===== config.mk =====
export PLATFORM = sky130hd
export DESIGN_NAME = x_countdown
export DESIGN_NICKNAME = d
export VERILOG_FILES = /design/src/rtl/x_pkg.sv /design/src/rtl/x_countdown.sv
export SDC_FILE = /design/constraint.sdc
export NUM_CORES = 1
export LEC_CHECK = 0
export CELL_PAD_IN_SITES_DETAIL_PLACEMENT = 0
export CELL_PAD_IN_SITES_GLOBAL_PLACEMENT = 1
export CORE_MARGIN = 2
export CORE_UTILIZATION = 37
export CTS_CLUSTER_DIAMETER = 40
export DETAILED_ROUTE_END_ITERATION = 12
export GPL_ROUTABILITY_DRIVEN = 0
export PLACE_DENSITY_LB_ADDON = 0.12
export SYNTH_ARGS = -nofsm -noshare
export SYNTH_HDL_FRONTEND = slang
export SYNTH_SLANG_ARGS = --single-unit
export TNS_END_PERCENT = 20

===== constraint.sdc =====
create_clock -name clk -period 3 [get_ports clk]
set_input_delay 0.3 -clock clk [delete_from_list [all_inputs] [get_ports clk]]
set_output_delay 0.3 -clock clk [all_outputs]
set_load 0.005 [all_outputs]

===== src/rtl/x_pkg.sv =====
// Shared definitions for the X interface and the blocks behind it.
package x_pkg;

    // Default data width for din/dout and the countdown counter.
    localparam int X_WIDTH = 8;

    // Countdown controller states.
    typedef enum logic {
        IDLE = 1'b0,
        RUN  = 1'b1
    } x_state_e;

endpackage : x_pkg


===== src/rtl/x_countdown.sv =====
// Loadable down-counter/timer with terminal-count pulse and optional
// auto-reload for periodic operation. All outputs are registered.
module x_countdown
    import x_pkg::*;
#(
    parameter int WIDTH       = X_WIDTH,
    parameter bit AUTO_RELOAD = 1'b0
) (
    input  logic             clk,
    input  logic             reset_l,
    input  logic [WIDTH-1:0] din,
    input  logic             load,
    output logic [WIDTH-1:0] dout,
    output logic             busy,
    output logic             tc
);

    localparam logic [WIDTH-1:0] ZERO = WIDTH'(0);
    localparam logic [WIDTH-1:0] ONE  = WIDTH'(1);

    x_state_e         state_r;
    x_state_e         state_s;
    logic [WIDTH-1:0] cnt_r;
    logic [WIDTH-1:0] cnt_s;
    logic [WIDTH-1:0] reload_r;
    logic [WIDTH-1:0] reload_s;
    logic             busy_r;
    logic             busy_s;
    logic             tc_r;
    logic             tc_s;

    // Next-state logic: load has priority over counting; tc defaults low so it is a single-cycle pulse.
    always_comb begin
        state_s  = state_r;
        cnt_s    = cnt_r;
        reload_s = reload_r;
        busy_s   = busy_r;
        tc_s     = 1'b0;
        if (load) begin
            if (din != ZERO) begin
                // Start (or restart) a run; an aborted run never produces tc.
                cnt_s    = din;
                reload_s = din;
                state_s  = RUN;
                busy_s   = 1'b1;
                tc_s     = 1'b0;
            end else begin
                // A zero load is an immediate terminal count, even with auto-reload.
                cnt_s    = ZERO;
                reload_s = ZERO;
                state_s  = IDLE;
                busy_s   = 1'b0;
                tc_s     = 1'b1;
            end
        end else begin
            case (state_r)
                RUN: begin
                    if (cnt_r > ONE) begin
                        cnt_s = cnt_r - ONE;
                        tc_s  = 1'b0;
                    end else begin
                        // Terminal: count is 1 here, RUN never holds a zero count.
                        tc_s = 1'b1;
                        if (AUTO_RELOAD) begin
                            cnt_s = reload_r;
                        end else begin
                            cnt_s   = ZERO;
                            state_s = IDLE;
                            busy_s  = 1'b0;
                        end
                    end
                end
                IDLE: begin
                    tc_s = 1'b0;
                end
                default: begin
                    cnt_s   = ZERO;
                    state_s = IDLE;
                    busy_s  = 1'b0;
                    tc_s    = 1'b0;
                end
            endcase
        end
    end

    // State, counter, reload value and output flags; asynchronous clear on reset_l low.
    always_ff @(posedge clk or negedge reset_l) begin
        if (!reset_l) begin
            state_r  <= IDLE;
            cnt_r    <= ZERO;
            reload_r <= ZERO;
            busy_r   <= 1'b0;
            tc_r     <= 1'b0;
        end else begin
            state_r  <= state_s;
            cnt_r    <= cnt_s;
            reload_r <= reload_s;
            busy_r   <= busy_s;
            tc_r     <= tc_s;
        end
    end

    assign dout = cnt_r;
    assign busy = busy_r;
    assign tc   = tc_r;

endmodule : x_countdown

### Word level (Yosys, flattened, before mapping)

Cells that the tools add are included.

* bits in registers: 11
* output and inout bits: 10
* word-level logic and storage cells: 26

* $add $sub $neg: 1
* $lt $le $gt $ge: 1
* equal/unequal tests: 1
* multiplexer cells: 15
* bitwise logic cells: 1
* reduce and logical (&&, ||, !) cells: 3

Operator list (count)
* two-way mux 8 bit: 4
* two-way mux 1 bit: 10
* greater-than comparator 8 x 1 -> 1 bit, second input constant: 1
* nonzero test 8 bit: 1
* subtractor 8 x 1 -> 8 bit, second input constant: 1
* != test 2 bit, second input constant: 1
* case mux 1 bit (2 select lines): 1
* AND reduction 2 bit: 1
* nonzero test 2 bit: 1
* inverter 1 bit: 1

### Depth between registers and ports, before layout

Gate-level depths: netlist (run 1).

* word-level depth: 4
* depth in mapped cells: 5
* gate-level depth less buffers: 5

### Least setup slack after synthesis (run 1)

No wires, ideal clock.

* path kind: reg-to-reg
* start: register cnt_r[3] (netlist: dout[3])
* end: register cnt_r[7] (netlist: dout[7])
* library setup time: 0.121 ns
* data arrival time: 1.526 ns
* required time: 2.879 ns
* slack: 1.353 ns
* cell stages (with the launch flop): 5
* path through: dfrtp_1 or4_4 buf_6 o31a_1 o22a_1

* word-level cells in the longest chain between the ends: 4

Ends and longest elaborated chain
* start: declaration: RTL line x_countdown.sv:23 `logic [WIDTH-1:0] cnt_r;`
* start signal: assignment: RTL line x_countdown.sv:96 `cnt_r <= cnt_s;`
* subtractor 8 x 1 -> 8 bit / greater-than comparator 8 x 1 -> 1 bit (equally long branches): RTL line x_countdown.sv:59, x_countdown.sv:58
* two-way mux 8 bit *: RTL line x_countdown.sv:58 `if (cnt_r > ONE) begin`
* two-way mux 8 bit *: RTL line x_countdown.sv:56 `case (state_r)`
* two-way mux 8 bit *: RTL line x_countdown.sv:39 `if (load) begin`

Mark *: on every way between the ends. The rest lies on a longest branch, timed or not. The select of a mux whose other input is x is not followed.
A chain may end at the register's enable or synchronous reset.

### Final worst setup path (run 1)

* start: register cnt_r[0] (netlist: dout[0])
* end: register cnt_r[5] (netlist: dout[5])

Same word-level chain as after synthesis.

==> run_results.csv, run 1 <==
group,metric,value,unit
finish,seq_area,275.3,sq um
critical_path,r2r_setup_slack,1130,ps
global_routing,busiest_layer,"met1",
clock_tree,cts_buffers,3,
drt,drcViolationCount,0,
yosys,syn_nets,84,
global_routing,grt_pass1_wl,2891,microns
pwr,p_int,286.2,uW
drt,totalWireLength,1729,microns
pwr,combPwrFrac,0.292,
yosys,synth-seq-cells,11,
sta,finalMaxSlewViolations,0,
pwr,pwr-share-seq,0.459,
finish,post-route-util,0.5347,
sta,max_freq,0.5335,GHz
clock_tree,clock_latency,280,ps
critical_path,rr_endpoint,"dout[5]",
critical_path,reg2reg_depth,5,
floorplanning,core,0.001783,sq mm
yosys,synthXorXnorAreaFrac,0.01211,
clock_tree,postCtsSetupRepairBufs,0,
finish,final_cell_area,953.4,sq um
clock_tree,postCtsHoldBufs,0,
flow_run,cap_viol_max_count,0,
place,post-dp-hpwl,1251,microns
clock_tree,path_clk_slew,70,ps
yosys,synthDistinctLibCells,40,
clock_tree,cts.path.max_buffers,2,
pwr,p_switching,133.3,uW
sta,finalSetupViolations,0,
global_routing,met1_usage,0.2647,
floorplanning,die-area,0.002324,sq mm
yosys,syn_area,723.2,sq um
sta,rsz0062_at_grt,"no",
finish,area.growth.synth_to_final,31.83,%
yosys,yosys.area_share.simple,0.2111,
global_routing,grtUsageMet2,0.2632,
floorplanning,die_h,48.21,microns
place,placed_cells,112,
floorplanning,fp.dieW,48.21,microns
critical_path,cp-start-kind,"flip-flop",
drt,dr.pass1.iters,4,
pwr,sw_frac_of_total,0.3177,
sta,hold_violations,0,
global_routing,grt_usage,0.1830,
pwr,clockPowerShare,0.249,
pwr,ir_worst_vdd,225.7,uV
finish,diodes,0,
floorplanning,rows,15,
place,placed_cell_area,927.1,sq um
yosys,synth.area.mux_share,0,
place,io_buffers,20,
sta,worst_pin_slew,614.3,ps
finish,layout.nets,105,
critical_path,path_class,"reg2reg",
global_routing,grt_overflow_total,0,
clock_tree,cts_tree,"yes",
pwr,cellPowerDensity,439.9,mW/mm^2
critical_path,crit_required,3150,ps
finish,layout_common_cells,"clkdlybuf4s50_1, dfrtp_1, inv_1",
pwr,total_power,419.4,uW
global_routing,antenna_found_initial,0,
finish,drive_gt1_frac,0.1209,
yosys,synthAdderAreaFrac,0.03460,
yosys,avgSynthCellArea,10.19,sq um
drt,ant_nets,0,
sta,max_slew_margin,0.5896,
critical_path,worstPathMaxFanout,8,
global_routing,grt_max_degree,17,
finish,fill_cells,160,
clock_tree,cts_resized,0,
critical_path,crit_arrival,2020,ps
yosys,yosysWarnings,0,
outcome,status,"finished, final reports clean",
drt,via_per_inst,5.509,
critical_path,r2r-start,"dout[0]",
clock_tree,h-tree-depth,1,
critical_path,critPathCaptureType,"flip-flop",
drt,wl_per_cell,14.91,microns
clock_tree,cts_root_buf,"clkbuf_4",
pwr,power_leakage,0.3665,nW
worst_hold_path,hold_path_class,"in2async",
sta,timing.final.crit_share,0.6248,
sta,fin_setup_tns,0,ps
floorplanning,io_pins,21,
clock_tree,clock_sinks,11,
sta,worst_clock_skew,3.110,ps
finish,stdcell_count,116,
drt,dr.first_iter.drc_count,21,
drt,vias,639,
finish,multi_input_area,397.9,sq um
global_routing,grt_util_met3,0.02222,
yosys,synth_compound_area_frac,0.2924,
floorplanning,start_util,0.4056,
global_routing,grt_pass1_vias,604,
yosys,synth_top_family_by_area,"compound AO/OA/AOI/OAI gates",
yosys,synth_seq_area_share,0.3806,
finish,final_common_cell,"clkdlybuf4s50_1",
yosys,syn_inst,71,
sta,post-route-min-period,1874,ps
-- registers in the layout, indices dropped and copies added, names as in the netlist --
register,count
state_r,1
dout,8
busy,1
tc,1
-- Yosys cell counts --
cell type  count  share of area
o31ai_1        4          0.042
nor2_1         1         0.0052
o311ai_4       1          0.036
buf_6          1          0.016
o31a_2         1          0.014
o21bai_1       1          0.010
o311ai_2       1          0.022
or3b_2         1          0.012
clkbuf_1       1         0.0052
and4bb_2       1          0.017
or3_1          1         0.0087
o22a_1         1          0.012
nor4_1         1         0.0087
o21a_1         1          0.010
or4_1          2          0.021
o21ai_1        3          0.021
and3b_1        1          0.012
o31a_1         1          0.012
a2111oi_0      1          0.012
dfrtp_1       11           0.38
buf_2          1         0.0069
a211oi_1       1          0.010
nor3_1         1         0.0069
a21oi_1        3          0.021
a22oi_1        1          0.010
or2_0          1         0.0087
nor4_2         1          0.017
inv_1          6          0.031
a2bb2oi_1      1          0.012
o21ai_0        2          0.014
and4_1         1          0.012
nand2_1        5          0.026
or4_4          1          0.016
nor3b_1        3          0.031
o211ai_1       1          0.010
ha_1           2          0.035
xnor2_1        1          0.012
o41ai_2        1          0.022
buf_4          1          0.010
nand2b_1       1         0.0087
-- metrics by stage --
step / setup slack [ps] / hold slack [ps]
after floorplan: 1353 / 4.409
after global placement: 942.3 / 543.6
after detailed placement: 907.9 / 525.4
after CTS: 1146 / 383.5
after global routing: 928.5 / 420.0
final: 1126 / 354.1
-- power groups by stage --
stage	Combinational [mW]	Sequential (mW)	Clock [mW]
after floorplan	0.0710	0.185	0
after global placement	0.123	0.195	0
after detailed placement	0.122	0.195	0
after CTS	0.123	0.192	0.108
after global routing	0.137	0.197	0.116
final	0.122	0.193	0.105
-- layout make-up --
class	count	area share
multi-input cells	50	0.4173
well taps	25	0.03281
repair buffers	20	0.2100
flip-flops and latches	11	0.2887
clock buffers	4	0.02756
inverters	6	0.02362
-- cells by family after synthesis --
group,after synthesis
AO/OA/AOI/OAI,25
adder cells (fa/ha/maj),2
flip-flops,11
XOR/XNOR,1
AND/OR/NAND/NOR,22
buffers and inverters,10
-- worst max path at each step --
| stage | startpoint | endpoint | slack (ps) | cells past startpoint |
|---|---|---|---|---|
| final | dout[0] | dout[5] | 1130 | 5 |
| after global routing | dout[0] | dout[5] | 930 | 5 |
| after CTS | dout[0] | dout[5] | 1150 | 5 |
| after detailed placement | load | dout[5] | 910 | 4 |
| after global placement | load | dout[5] | 940 | 4 |
| after floorplan | dout[3] | dout[7] | 1350 | 4 |
-- worst max-delay path, stage by stage (launching register included) --
cell and delay [ps]:
dfrtp_1 470, inv_1 70, ha_1 260, o21bai_1 530, nor4_1 100, a2111oi_0 300
-- metal layers --
metal / part of all wire / wire, microns
met1: 0.48 / 831
met2: 0.45 / 778
met3: 0.043 / 75
met4: 0.025 / 43
met5: 0 / 0
Note: power is estimated with default switching activity, not from simulation.
==> run 2, diff against run 1 <==
- CORE_UTILIZATION: 37 -> 34
- clock period: 3 -> 1.8 ns (I/O delays scaled with it)
==> run 2 against run 1 <==
First-iteration DRC count down 24%. Sequential power is 60% higher. Cell area up 5.9%. Critical path depth down 2. Clock skew rose by 4.1 ps. Worst hold slack worse by 110 ps. Register-to-register slack lost 1000 ps. Setup slack got worse by 1000 ps. Wire length increased by 11%. Fmax is 12% higher. Die area up 8.1%.
==> run_results.csv, run 2 (same netlist as run 1, synthesis figures left out) <==
group,metric,value,unit
pwr,total_power,731.6,uW
place,io_buffers,20,
clock_tree,postCtsHoldBufs,0,
global_routing,grt_overflow_total,0,
finish,layout.nets,112,
drt,dr.first_iter.drc_count,16,
critical_path,reg2reg_depth,3,
clock_tree,cts_root_buf,"clkbuf_4",
outcome,status,"finished, final reports clean",
critical_path,cp-start-kind,"flip-flop",
critical_path,critPathCaptureType,"flip-flop",
finish,final_common_cell,"clkdlybuf4s50_1",
clock_tree,cts_resized,0,
finish,largest_register_ffs,8,
critical_path,worstPathMaxFanout,9,
drt,vias,697,
sta,post-route-min-period,1675,ps
sta,worst_clock_skew,7.165,ps
floorplanning,fp.dieW,50.12,microns
pwr,power_leakage,0.3987,nW
pwr,ir_worst_vdd,447.4,uV
critical_path,crit_arrival,1820,ps
sta,finalSetupViolations,0,
clock_tree,path_clk_slew,80,ps
critical_path,path_class,"reg2reg",
critical_path,r2r-start,"dout[3]",
clock_tree,cts_buffers,3,
drt,totalWireLength,1921,microns
clock_tree,cts.path.max_buffers,2,
flow_run,cap_viol_max_count,0,
sta,timing.final.crit_share,0.9305,
clock_tree,h-tree-depth,1,
drt,wl_per_cell,15.37,microns
floorplanning,rows,16,
global_routing,antenna_found_initial,0,
clock_tree,clock_sinks,11,
drt,ant_nets,0,
sta,fin_setup_tns,0,ps
sta,max_slew_margin,0.6451,
clock_tree,clock_latency,280,ps
critical_path,r2r_setup_slack,130,ps
floorplanning,start_util,0.3649,
floorplanning,io_pins,21,
clock_tree,cts_tree,"yes",
finish,layout_common_cells,"clkdlybuf4s50_1, dfrtp_1, buf_4",
drt,dr.pass1.iters,5,
global_routing,grt_max_degree,16,
floorplanning,die-area,0.002512,sq mm
critical_path,rr_endpoint,"dout[6]",
global_routing,grt_usage,0.1807,
floorplanning,core,0.001982,sq mm
sta,max_freq,0.5971,GHz
worst_hold_path,hold_path_class,"in2async",
finish,diodes,0,
sta,worst_pin_slew,530.7,ps
critical_path,crit_required,1940,ps
drt,via_per_inst,5.576,
floorplanning,die_h,50.12,microns
finish,area.growth.synth_to_final,39.62,%
pwr,cellPowerDensity,724.6,mW/mm^2
place,dp_slack,102.6,ps
global_routing,grt_pass1_vias,698,
place,post-dp-hpwl,1409,microns
sta,hold_violations,0,
drt,drcViolationCount,0,
finish,drive_gt1_frac,0.1939,
sta,finalWorstSetupSlack,125.1,ps
sta,finalMaxSlewViolations,0,
clock_tree,postCtsSetupRepairBufs,0,
sta,rsz0062_at_grt,"no",
global_routing,grt_pass1_wl,3353,microns
finish,post-route-util,0.5095,
run 2: cell count changes in the layout (fill, tap and decap cells not counted), sizes merged:
cell  delta
buf      +7
run 2: per-layer routing:
layer | vias to the layer above | GRT usage | part of all wire
met5 | - | 0 | 0
met4 | 0 | 0.09722 | 0.026
met3 | 5 | 0.02727 | 0.055
met1 | 335 | 0.2477 | 0.45
met2 | 27 | 0.2697 | 0.47
li1 | 330 | - | -
run 2: area by class of cell:
class                      count  area, sq um
tap                           27        33.78
multi-input combinational     50        397.9
clock buffer                   4        26.28
timing repair buffer          27        252.7
sequential                    11        276.5
fill                         183        972.2
inverter                       6        22.52
run 2: worst max-delay path, cell delays in order (launching register included):
cell	delay, ps
dfrtp_1	390
or4_4	630
o311ai_4	410
o311ai_2	110
run 2: power breakdown:
group,switching [mW],leakage (nW),internal (mW)
registers,0.0347,0.127,0.274
logic,0.107,0.256,0.138
clock network,0.0914,0.0150,0.0860
total,0.233,0.399,0.499
run 2: metrics by stage:
stage | instances | instance area (sq um) | hold slack [ps]
after CTS | 125 | 1008 | 265.2
after global routing | 125 | 1010 | 281.6
after global placement | 121 | 982.2 | 514.2
final | 125 | 1010 | 244.7
after detailed placement | 121 | 982.2 | 526.5
after floorplan | 71 | 723.2 | -115.6
run 2: how the worst max path moves through the flow:
stage | startpoint | to | slack (ps) | depth (start not counted)
after global routing | dout[1] | dout[5] | 20 | 6
after CTS | dout[3] | dout[6] | 130 | 3
after detailed placement | din[0] | busy | 100 | 4
after floorplan | dout[3] | dout[7] | 150 | 4
after global placement | din[0] | busy | 110 | 4
final | dout[3] | dout[6] | 130 | 3
